$ cat config.mk
export PLATFORM = sky130hd
export DESIGN_NAME = link_scheduler
export DESIGN_NICKNAME = d
export VERILOG_FILES = /design/src/rtl/link_scheduler_pkg.sv /design/src/rtl/link_scheduler_guard_timer.sv /design/src/rtl/link_scheduler.sv
export SDC_FILE = /design/constraint.sdc
export NUM_CORES = 1
export LEC_CHECK = 0
export BUFFER_PORTS_ARGS = -buffer_cell sky130_fd_sc_hd__buf_2
export CORE_MARGIN = 8
export CORE_UTILIZATION = 55
export DETAILED_ROUTE_END_ITERATION = 10
export PLACE_DENSITY = 0.76
export SKIP_CTS_REPAIR_TIMING = 1
export SLEW_MARGIN = 20
export SYNTH_ARGS = -nofsm -noshare
export SYNTH_HDL_FRONTEND = slang
export SYNTH_HIERARCHICAL = 1
export SYNTH_SLANG_ARGS = --single-unit
$ cat constraint.sdc
create_clock -name clk_i -period 7.9 [get_ports clk_i]
set_input_delay 1.185 -clock clk_i [delete_from_list [all_inputs] [get_ports clk_i]]
set_output_delay 1.185 -clock clk_i [all_outputs]
set_load 0.01 [all_outputs]
$ cat src/rtl/link_scheduler_pkg.sv
// Shared FSM state encoding and TX window membership helper for the radio
// slot scheduler; the encoding is also decoded by mode-control and telemetry.
package link_scheduler_pkg;

  localparam int STATE_W = 3;

  typedef enum logic [STATE_W-1:0] {
    ST_IDLE     = 3'd0,
    ST_RX_WIN   = 3'd1,
    ST_G2TX     = 3'd2,
    ST_TX_WIN   = 3'd3,
    ST_TX_DRAIN = 3'd4,
    ST_G2RX     = 3'd5
  } state_e;

  // Window may straddle the frame wrap, so measure distance from offset modulo frame.
  function automatic logic in_window(input int unsigned slot, input int unsigned off,
                                     input int unsigned len, input int unsigned frame);
    int unsigned d;
    d = (slot + frame - off) % frame;
    return (len != 0) && (d < len);
  endfunction

endpackage

$ cat src/rtl/link_scheduler_guard_timer.sv
// Loadable down-counter: done_o pulses exactly CYCLES-1 cycles after the load
// edge, so a state entered at that edge lasts CYCLES cycles.
module link_scheduler_guard_timer #(
  parameter int CYCLES = 480
) (
  input  logic clk_i,
  input  logic rst_ni,
  input  logic load_i,
  output logic done_o
);

  localparam int CW = $clog2(CYCLES + 1);

  logic [CW-1:0] cnt_q;
  logic          armed_q;

  always_ff @(posedge clk_i or negedge rst_ni) begin
    if (!rst_ni) begin
      cnt_q   <= '0;
      armed_q <= 1'b0;
    end else if (load_i) begin
      cnt_q   <= CW'(CYCLES - 1);
      armed_q <= 1'b1;
    end else if (armed_q) begin
      if (cnt_q == '0) armed_q <= 1'b0;
      else             cnt_q   <= cnt_q - CW'(1);
    end
  end

  assign done_o = armed_q && (cnt_q == '0);

endmodule

$ cat src/rtl/link_scheduler.sv
// Half-duplex radio slot scheduler: alternates RX and TX windows within a slot
// frame, with a guard gap at every turnaround and a double-buffered TX config.
module link_scheduler
  import link_scheduler_pkg::*;
#(
  parameter int FRAME_SLOTS   = 16,
  parameter int SLOT_W        = 4,
  parameter int GUARD_CYCLES  = 480,
  parameter int TX_OFFSET_DEF = 8,
  parameter int TX_LEN_DEF    = 4
) (
  input  logic               clk_i,
  input  logic               rst_ni,
  input  logic               slot_tick_i,
  input  logic               enable_i,
  input  logic               cfg_valid_i,
  input  logic [SLOT_W-1:0]  cfg_offset_i,
  input  logic [SLOT_W-1:0]  cfg_len_i,
  output logic               cfg_ready_o,
  input  logic               rx_busy_i,
  input  logic               tx_busy_i,
  output logic               rx_en_o,
  output logic               tx_en_o,
  output logic [SLOT_W-1:0]  slot_idx_o,
  output logic [STATE_W-1:0] state_o,
  output logic               overrun_o
);

  logic [SLOT_W-1:0] slot_q, slot_d;
  logic [SLOT_W-1:0] act_off_q, act_len_q, shd_off_q, shd_len_q;
  logic              shd_full_q;
  state_e            state_q, state_d;
  logic              rx_en_q, tx_en_q, overrun_q, overrun_d, ovr_flag_q;
  logic              wrap, accept, in_win, guard_load, guard_done;

  assign wrap   = slot_tick_i && (slot_q == SLOT_W'(FRAME_SLOTS - 1));
  assign accept = cfg_valid_i && !shd_full_q;
  assign slot_d = !slot_tick_i ? slot_q : (wrap ? '0 : slot_q + SLOT_W'(1));
  assign in_win = in_window(32'(slot_q), 32'(act_off_q), 32'(act_len_q), FRAME_SLOTS);

  // Shadow is consumed at the wrap before a same-cycle offer can land, so a
  // config accepted on the wrap cycle waits for the next frame.
  always_ff @(posedge clk_i or negedge rst_ni) begin
    if (!rst_ni) begin
      slot_q     <= '0;
      act_off_q  <= SLOT_W'(TX_OFFSET_DEF);
      act_len_q  <= SLOT_W'(TX_LEN_DEF);
      shd_off_q  <= '0;
      shd_len_q  <= '0;
      shd_full_q <= 1'b0;
    end else begin
      slot_q <= slot_d;
      if (wrap && shd_full_q) begin
        act_off_q  <= shd_off_q;
        act_len_q  <= shd_len_q;
        shd_full_q <= 1'b0;
      end else if (accept) begin
        shd_off_q  <= SLOT_W'(32'(cfg_offset_i) % FRAME_SLOTS);
        shd_len_q  <= cfg_len_i;
        shd_full_q <= 1'b1;
      end
    end
  end

  always_comb begin
    state_d   = state_q;
    overrun_d = 1'b0;
    case (state_q)
      ST_IDLE:   if (enable_i) state_d = ST_G2RX;
      ST_RX_WIN: begin
        if (!enable_i)                   state_d = ST_IDLE;
        else if (in_win && !rx_busy_i)   state_d = ST_G2TX;
      end
      ST_G2TX: begin
        if (!enable_i) state_d = ST_IDLE;
        else if (guard_done) begin
          if (in_win) state_d = ST_TX_WIN;
          else begin
            state_d   = ST_RX_WIN;
            overrun_d = 1'b1;
          end
        end
      end
      ST_TX_WIN: begin
        if (!enable_i || !in_win)
          state_d = tx_busy_i ? ST_TX_DRAIN : (enable_i ? ST_G2RX : ST_IDLE);
      end
      ST_TX_DRAIN: begin
        if (slot_tick_i && !ovr_flag_q) overrun_d = 1'b1;
        if (!tx_busy_i) state_d = enable_i ? ST_G2RX : ST_IDLE;
      end
      ST_G2RX: begin
        if (!enable_i)       state_d = ST_IDLE;
        else if (guard_done) state_d = ST_RX_WIN;
      end
      default: state_d = ST_IDLE;
    endcase
  end

  assign guard_load = ((state_d == ST_G2TX) || (state_d == ST_G2RX)) && (state_d != state_q);

  // Enables decode the next state so they change on the same edge as STATE.
  always_ff @(posedge clk_i or negedge rst_ni) begin
    if (!rst_ni) begin
      state_q    <= ST_IDLE;
      rx_en_q    <= 1'b0;
      tx_en_q    <= 1'b0;
      overrun_q  <= 1'b0;
      ovr_flag_q <= 1'b0;
    end else begin
      state_q    <= state_d;
      rx_en_q    <= (state_d == ST_RX_WIN);
      tx_en_q    <= (state_d == ST_TX_WIN) || (state_d == ST_TX_DRAIN);
      overrun_q  <= overrun_d;
      ovr_flag_q <= (state_d == ST_TX_DRAIN) && (ovr_flag_q || overrun_d);
    end
  end

  link_scheduler_guard_timer #(
    .CYCLES (GUARD_CYCLES)
  ) u_guard (
    .clk_i  (clk_i),
    .rst_ni (rst_ni),
    .load_i (guard_load),
    .done_o (guard_done)
  );

  assign cfg_ready_o = ~shd_full_q;
  assign rx_en_o     = rx_en_q;
  assign tx_en_o     = tx_en_q;
  assign slot_idx_o  = slot_q;
  assign state_o     = state_q;
  assign overrun_o   = overrun_q;

endmodule
==> impl_metrics.env, run 1 <==
export IMPL_status="completed"
export IMPL_crit_fanout=10
export IMPL_port_buffers=25
export IMPL_die_h_um=78.0
export IMPL_grt_pass1_wl_um=6580
export IMPL_path_buf_inv=2
export IMPL_synth_cells=185
export IMPL_numPlacedInstances=251
export IMPL_power_switching_uw=327
export IMPL_placeableCoreArea_um2=3690
export IMPL_setup_viol=0
export IMPL_cp_top_family="compound AO/OA/AOI/OAI gates"
export IMPL_min_path_cells=1
export IMPL_pwr_share_seq_pct=39.8
export IMPL_finalSetupTns_ns=0
export IMPL_antenna_found_initial=0
export IMPL_die_area_um2=6080
export IMPL_holdPathEnd="act_off_q[1]"
export IMPL_crit_path_max_incr_delay_ns=0.43
export IMPL_clk_pin_slew_ns=0.08
export IMPL_grt_overflow_total=0
export IMPL_clock_sinks=38
export IMPL_vdd_drop_max_uv=204
export IMPL_synth_top_family_by_area="compound AO/OA/AOI/OAI gates"
export IMPL_crit_path_start_kind="flip-flop"
export IMPL_hold_class="reg2reg"
export IMPL_ys_types=58
export IMPL_worstPathCellList="inv_1 > ha_1 > inv_1 > fa_1 > xor2_1 > ha_1 > o21ai_1 > a21oi_2 > o31ai_1 > a32oi_4 > a31o_1 > or3_1"
export IMPL_fin_crit_sh_pct=40.2
export IMPL_rsz0062_at_grt="false"
export IMPL_synth_nets=209
export IMPL_dr_first_iter_drc_count=80
export IMPL_instances_no_fill=259
export IMPL_critPathArrivalTime_ns=3.34
export IMPL_num_vias=1466
export IMPL_wl_um=3750
export IMPL_htreeDepth=2
export IMPL_cts_root_buf="clkbuf_8"
export IMPL_pin_count=26
export IMPL_synth_avg_cell_area_um2=11.4
export IMPL_synth_compound_area_share_pct=15.5
export IMPL_yosys_area_share_simple_pct=15.3
export IMPL_floorplan_initialDensity_pct=57.3
export IMPL_layout_common_cells="dfrtp_1 (36), buf_2 (25), inv_1 (18)"
export IMPL_clock_latency_ns=0.29
export IMPL_finalMaxSlewViolations=0
export IMPL_p_int_uw=518
export IMPL_critPathRequiredTime_ns=8.06
export IMPL_dpl_hpwl_um=2840
export IMPL_worst_r2r_cell_count=12
export IMPL_layout_min_cycle_time_ns=3.18
export IMPL_layout_commonest_cell="dfrtp_1"
export IMPL_grt_max_degree=39
export IMPL_async_flop_share_pct=100
export IMPL_detail_route_antenna_nets=0
export IMPL_synth_seq_area_share_pct=45.1
export IMPL_switching_share_pct=38.7
export IMPL_ys_ff_latch=38
export IMPL_layout_drive_gt1_share_pct=29.9
export IMPL_tightest_slew_ns=0.829
export IMPL_cts_made_buffers=5
export IMPL_insertedDiodeCount=0
export IMPL_crit_type="reg2reg"
export IMPL_dieWidth_um=78.0
export IMPL_hold_viol=0
export IMPL_clock_path_buffers=2
export IMPL_first_global_vias=1527
export IMPL_rr_startpoint="slot_idx_o[0]"
export IMPL_min_delay_start="act_off_q[1]"
export IMPL_relSlewSlack_pct=44.7
export IMPL_finish_net_count=234
export IMPL_p_per_area_nw_per_um2=362
export IMPL_synthXorXnorAreaFrac_pct=2.90
export IMPL_clkPwrFrac_pct=16.1
export IMPL_first_pass_iters=4
export IMPL_crit_path_end_kind="flip-flop"
export IMPL_syn_area_um2=2110
export IMPL_r2r_setup_slack_ns=4.72
export IMPL_cts_tree="done"
export IMPL_wl_per_cell_um=14.5
export IMPL_viasPerCell=5.66
export IMPL_cp_startpoint="slot_idx_o[0]"
export IMPL_r2r_end="u_guard/cnt_q[7]"
export IMPL_max_freq_ghz=0.315
export IMPL_groute_usage_overall_pct=13.0
export IMPL_drc_errors=0
export IMPL_yosysWarnings=6
export IMPL_finClkSkew_ns=0.00526
export IMPL_syn2layout_area_growth_pct=10.4
export IMPL_ys_flop_type="dfrtp_1"
export IMPL_leakage_uw=0.00102
export IMPL_synth_area_mux_share_pct=9.53
export IMPL_fp_row_count=22
export IMPL_synth_edf_count=0
export IMPL_comb_power_share_pct=44.1
export IMPL_place_gp_congestion=0.860
export IMPL_cap_violations=0
export IMPL_critical_path_slowest_cell="dfrtp_1"
export IMPL_synth_fa_ha_area_share_pct=5.68
## Yosys cell counts (2+ instances only)
library cell / count / area [um^2]
dfrtp_1: 36 / 901
inv_1: 18 / 67.6
mux2_2: 9 / 101
ha_1: 8 / 100
mux2_1: 8 / 90.1
nand2_1: 8 / 30.0
o21ai_0: 8 / 40.0
a21oi_1: 7 / 35.0
nor2_1: 7 / 26.3
nand2b_1: 5 / 31.3
nor2b_1: 4 / 25.0
or3_1: 4 / 25.0
xnor2_1: 4 / 35.0
buf_6: 3 / 33.8
nand3_1: 3 / 15.0
xor2_1: 3 / 26.3
a21o_1: 2 / 15.0
dfstp_2: 2 / 52.6
nor3_1: 2 / 10.0
nor3b_2: 2 / 25.0
o2111ai_1: 2 / 17.5
o21ai_1: 2 / 10.0
o31ai_4: 2 / 42.5
or2b_2: 2 / 17.5
## stage by stage
step | util [%] | total power [uW] | cell area [um^2] | setup slack (ns) | hold slack, ns
after floorplan | - | 625 | 2110 | 4.74 | 0.454
after global placement | 60.7 | 687 | 2240 | 4.83 | 0.466
after detailed placement | 60.7 | 710 | 2240 | 4.76 | 0.482
after CTS | 63.3 | 852 | 2330 | 4.74 | 0.498
after global routing | 63.3 | 913 | 2330 | 4.52 | 0.516
final | 63.3 | 845 | 2330 | 4.72 | 0.494
## worst max-delay path by stage
stage | to | slack [ns] | depth (start not counted)
6_report | u_guard/cnt_q[7] | 4.72 | 12
5_1_grt | u_guard/cnt_q[7] | 4.52 | 13
4_1_cts | u_guard/cnt_q[7] | 4.74 | 12
3_5_place_dp | u_guard/cnt_q[7] | 4.76 | 13
3_3_place_gp | u_guard/cnt_q[7] | 4.83 | 12
2_1_floorplan | u_guard/cnt_q[3] | 4.74 | 13
## metal layers
| metal | global-route usage (%) | share of wire, % |
|---|---|---|
| met2 | 21.6 | 48 |
| met5 | 0 | 0 |
| met1 | 15.4 | 45 |
| met3 | 3.92 | 6.5 |
| met4 | 4.81 | 0.40 |
## layout make-up
class | count | area, um^2
Fill cell | 291 | 1360
Clock buffer | 6 | 82.6
Inverter | 18 | 67.6
Timing Repair Buffer | 25 | 125
Multi-Input combinational cell | 122 | 1030
Tap cell | 48 | 60.1
Clock inverter | 2 | 12.5
Sequential cell | 38 | 953
## sequential cells by signal, indices dropped and copies added (netlist names)
name	flops
slot_idx_o	4
shd_len_q	4
state_o	3
shd_off_q	4
act_off_q	4
u_guard/cnt_q	9
ovr_flag_q	1
u_guard/armed_q	1
shd_full_q	1
tx_en_o	1
act_len_q	4
overrun_o	1
rx_en_o	1
## power by group through the flow
stage,registers (uW),logic (uW),clock network [uW]
4_1_cts,337,374,141
5_1_grt,348,417,148
3_5_place_dp,341,369,0
2_1_floorplan,325,300,0
6_report,336,372,136
3_3_place_gp,335,352,0
## cells by family after synthesis
kind of cell               after synthesis
AOI/OAI and AO/OA                       37
xor gates and xnor gates                 7
adders and majority gates                9
buffers and inverters                   25
DFF                                     38
muxes                                   18
and+or+nand+nor                         51
Note: power is estimated with default switching activity, not from simulation.
==> inputs of run 2 (changes only) <==
- CORE_UTILIZATION: 55 -> 52
- PLACE_DENSITY: 0.76 -> 0.75
- clock period: 7.9 -> 2.8 ns (I/O delays scaled with it)
==> run 2 against run 1 <==
The flow now finishes with violations (setup timing). Critical endpoint is now u_guard/cnt_q[1]. Clock-buffer cell count fell by 1. Non-clock buffer count grew 19. Worst hold slack got worse by 0.28 ns. Flip-flop and latch count unchanged. Combinational power grew to 3.9 times the previous value. Highest routed layer unchanged. First-iteration DRC count shrank 38%. Setup slack worse by 4.8 ns. Sequential power grew to 2.8 times the previous value.
==> impl_metrics.env, run 2 (synthesized netlist as in run 1, its figures left out) <==
export IMPL_status="complete, but fails checks"
export IMPL_violations="setup timing"
export IMPL_fin_crit_sh_pct=102
export IMPL_critPathArrivalTime_ns=3.03
export IMPL_die_h_um=79.8
export IMPL_cap_violations=0
export IMPL_cts_made_buffers=5
export IMPL_clock_latency_ns=0.29
export IMPL_dpl_hpwl_um=2900
export IMPL_cp_top_family="compound AO/OA/AOI/OAI gates"
export IMPL_cp_startpoint="slot_idx_o[0]"
export IMPL_rsz0062_at_grt="true"
export IMPL_groute_usage_overall_pct=13.8
export IMPL_instances_no_fill=280
export IMPL_worstPathCellList="inv_4 > ha_4 > inv_2 > fa_2 > ha_4 > a21bo_4 > a21oi_4 > or2_4 > a32oi_4 > a31o_4 > buf_6 > a211o_2"
export IMPL_clk_pin_slew_ns=0.08
export IMPL_rr_startpoint="slot_idx_o[0]"
export IMPL_clock_path_buffers=2
export IMPL_power_switching_uw=1080
export IMPL_vdd_drop_max_uv=607
export IMPL_fillers=315
export IMPL_crit_cells=12
export IMPL_layout_commonest_cell="dfrtp_1"
export IMPL_die_area_um2=6360
export IMPL_hold_viol=0
export IMPL_tightest_slew_ns=0.830
export IMPL_hold_class="in2async"
export IMPL_worst_r2r_cell_count=12
export IMPL_crit_path_start_kind="flip-flop"
export IMPL_switching_share_pct=36.7
export IMPL_multi_input_area_um2=1100
export IMPL_cts_tree="done"
export IMPL_pwr_share_seq_pct=31.4
export IMPL_crit_path_max_incr_delay_ns=0.43
export IMPL_r2r_end="u_guard/cnt_q[1]"
export IMPL_detail_route_antenna_nets=0
export IMPL_regMostFlops="u_guard/cnt_q"
export IMPL_floorplan_initialDensity_pct=53.6
export IMPL_grt_overflow_total=0
export IMPL_antenna_found_initial=0
export IMPL_dr_first_iter_drc_count=50
export IMPL_wl_um=4160
export IMPL_placeableCoreArea_um2=3940
export IMPL_fin_util_pct=65.9
export IMPL_power_uw=2950
export IMPL_setup_viol=3
export IMPL_r2r_setup_slack_ns=-0.05
export IMPL_finClkSkew_ns=0.00943
export IMPL_insertedDiodeCount=0
export IMPL_setup_ws_ns=-0.0491
export IMPL_place_gp_congestion=0.868
export IMPL_critical_path_slowest_cell="dfrtp_2"
export IMPL_wl_per_cell_um=14.8
export IMPL_syn2layout_area_growth_pct=23.0
export IMPL_grt_max_degree=39
export IMPL_p_per_area_nw_per_um2=1130
export IMPL_layout_common_cells="dfrtp_1 (35), buf_2 (25), buf_4 (18)"
export IMPL_cts_root_buf="clkbuf_8"
export IMPL_clkPwrFrac_pct=18.9
export IMPL_path_buf_inv=3
export IMPL_pin_count=26
export IMPL_fp_row_count=23
export IMPL_clock_sinks=38
export IMPL_crit_fanout=6
export IMPL_finish_net_count=253
export IMPL_worst_path_most_repeated_cell="ha_4"
export IMPL_finalMaxSlewViolations=0
export IMPL_viasPerCell=5.53
export IMPL_crit_path_end_kind="flip-flop"
export IMPL_layout_drive_gt1_share_pct=42.2
export IMPL_grt_pass1_wl_um=7000
export IMPL_numPlacedInstances=267
export IMPL_whs_ns=0.216
export IMPL_htreeDepth=2
export IMPL_seqCellArea_um2=955
export IMPL_first_global_vias=1561
export IMPL_comb_power_share_pct=49.7
export IMPL_port_buffers=25
export IMPL_drc_errors=0
export IMPL_relSlewSlack_pct=44.7
export IMPL_dieWidth_um=79.8
export IMPL_endpoint="u_guard/cnt_q[1]"
export IMPL_critPathRequiredTime_ns=2.98
export IMPL_crit_type="reg2reg"
export IMPL_layout_min_cycle_time_ns=2.85
export IMPL_max_freq_ghz=0.351
export IMPL_first_pass_iters=4
export IMPL_p_int_uw=1860
export IMPL_num_vias=1548
export IMPL_leakage_uw=0.00114
export IMPL_largest_reg_flops=9
## run 2: cell types whose count changed in the layout (fill, tap and decap cells not counted), sizes merged
cell      change
buf          +19
clkbuf        -1
bufinv        +2
clkinvlp      -1
## run 2: layout make-up
type,instances,share of cell area (%)
repair buffers,44,10.4
inverters,18,2.69
flip-flops and latches,38,36.7
clock inverters,3,2.65
clock buffers,5,2.65
multi-input cells,122,42.4
well taps,50,2.41
## run 2: layer usage
layer	routed length (um)	track usage [%]	share of wire [%]	up-vias
met4	46	4.36	1.1	0
met2	2110	23.6	51	33
met1	1810	16.1	44	764
met5	0	0	0	-
li1	-	-	-	744
met3	188	4.50	4.5	7
## run 2: how the worst min path moves through the flow
stage,start,end,depth (start not counted)
6_report,rst_ni,shd_off_q[0],1
3_3_place_gp,shd_off_q[3],act_off_q[3],1
5_1_grt,rst_ni,shd_off_q[3],1
2_1_floorplan,rst_ni,act_len_q[0],0
3_5_place_dp,shd_off_q[3],act_off_q[3],1
4_1_cts,rst_ni,shd_off_q[3],1
## run 2: worst register-to-register path, stage by stage, from the launching register on
cell	delay (ns)
dfrtp_2	0.43
inv_4	0.08
ha_4	0.13
inv_2	0.04
fa_2	0.43
ha_4	0.28
a21bo_4	0.23
a21oi_4	0.21
or2_4	0.17
a32oi_4	0.10
a31o_4	0.28
buf_6	0.13
a211o_2	0.26
## run 2: power groups by stage
stage	Clock, uW	Combinational [uW]	Sequential (uW)
2_1_floorplan	0	869	921
3_3_place_gp	0	1180	923
3_5_place_dp	0	1220	932
4_1_cts	569	1230	924
5_1_grt	593	1620	961
6_report	557	1460	924
## run 2: metrics by stage
step                instance area (um^2)  setup slack, ns  TNS, ns
global route                        2600           -0.117   -0.466
finish                              2600          -0.0491   -0.115
global placement                    2370          -0.0867   -0.202
floorplan                           2140          -0.0538   -0.104
CTS                                 2500           -0.151   -0.476
detailed placement                  2370           -0.136   -0.404
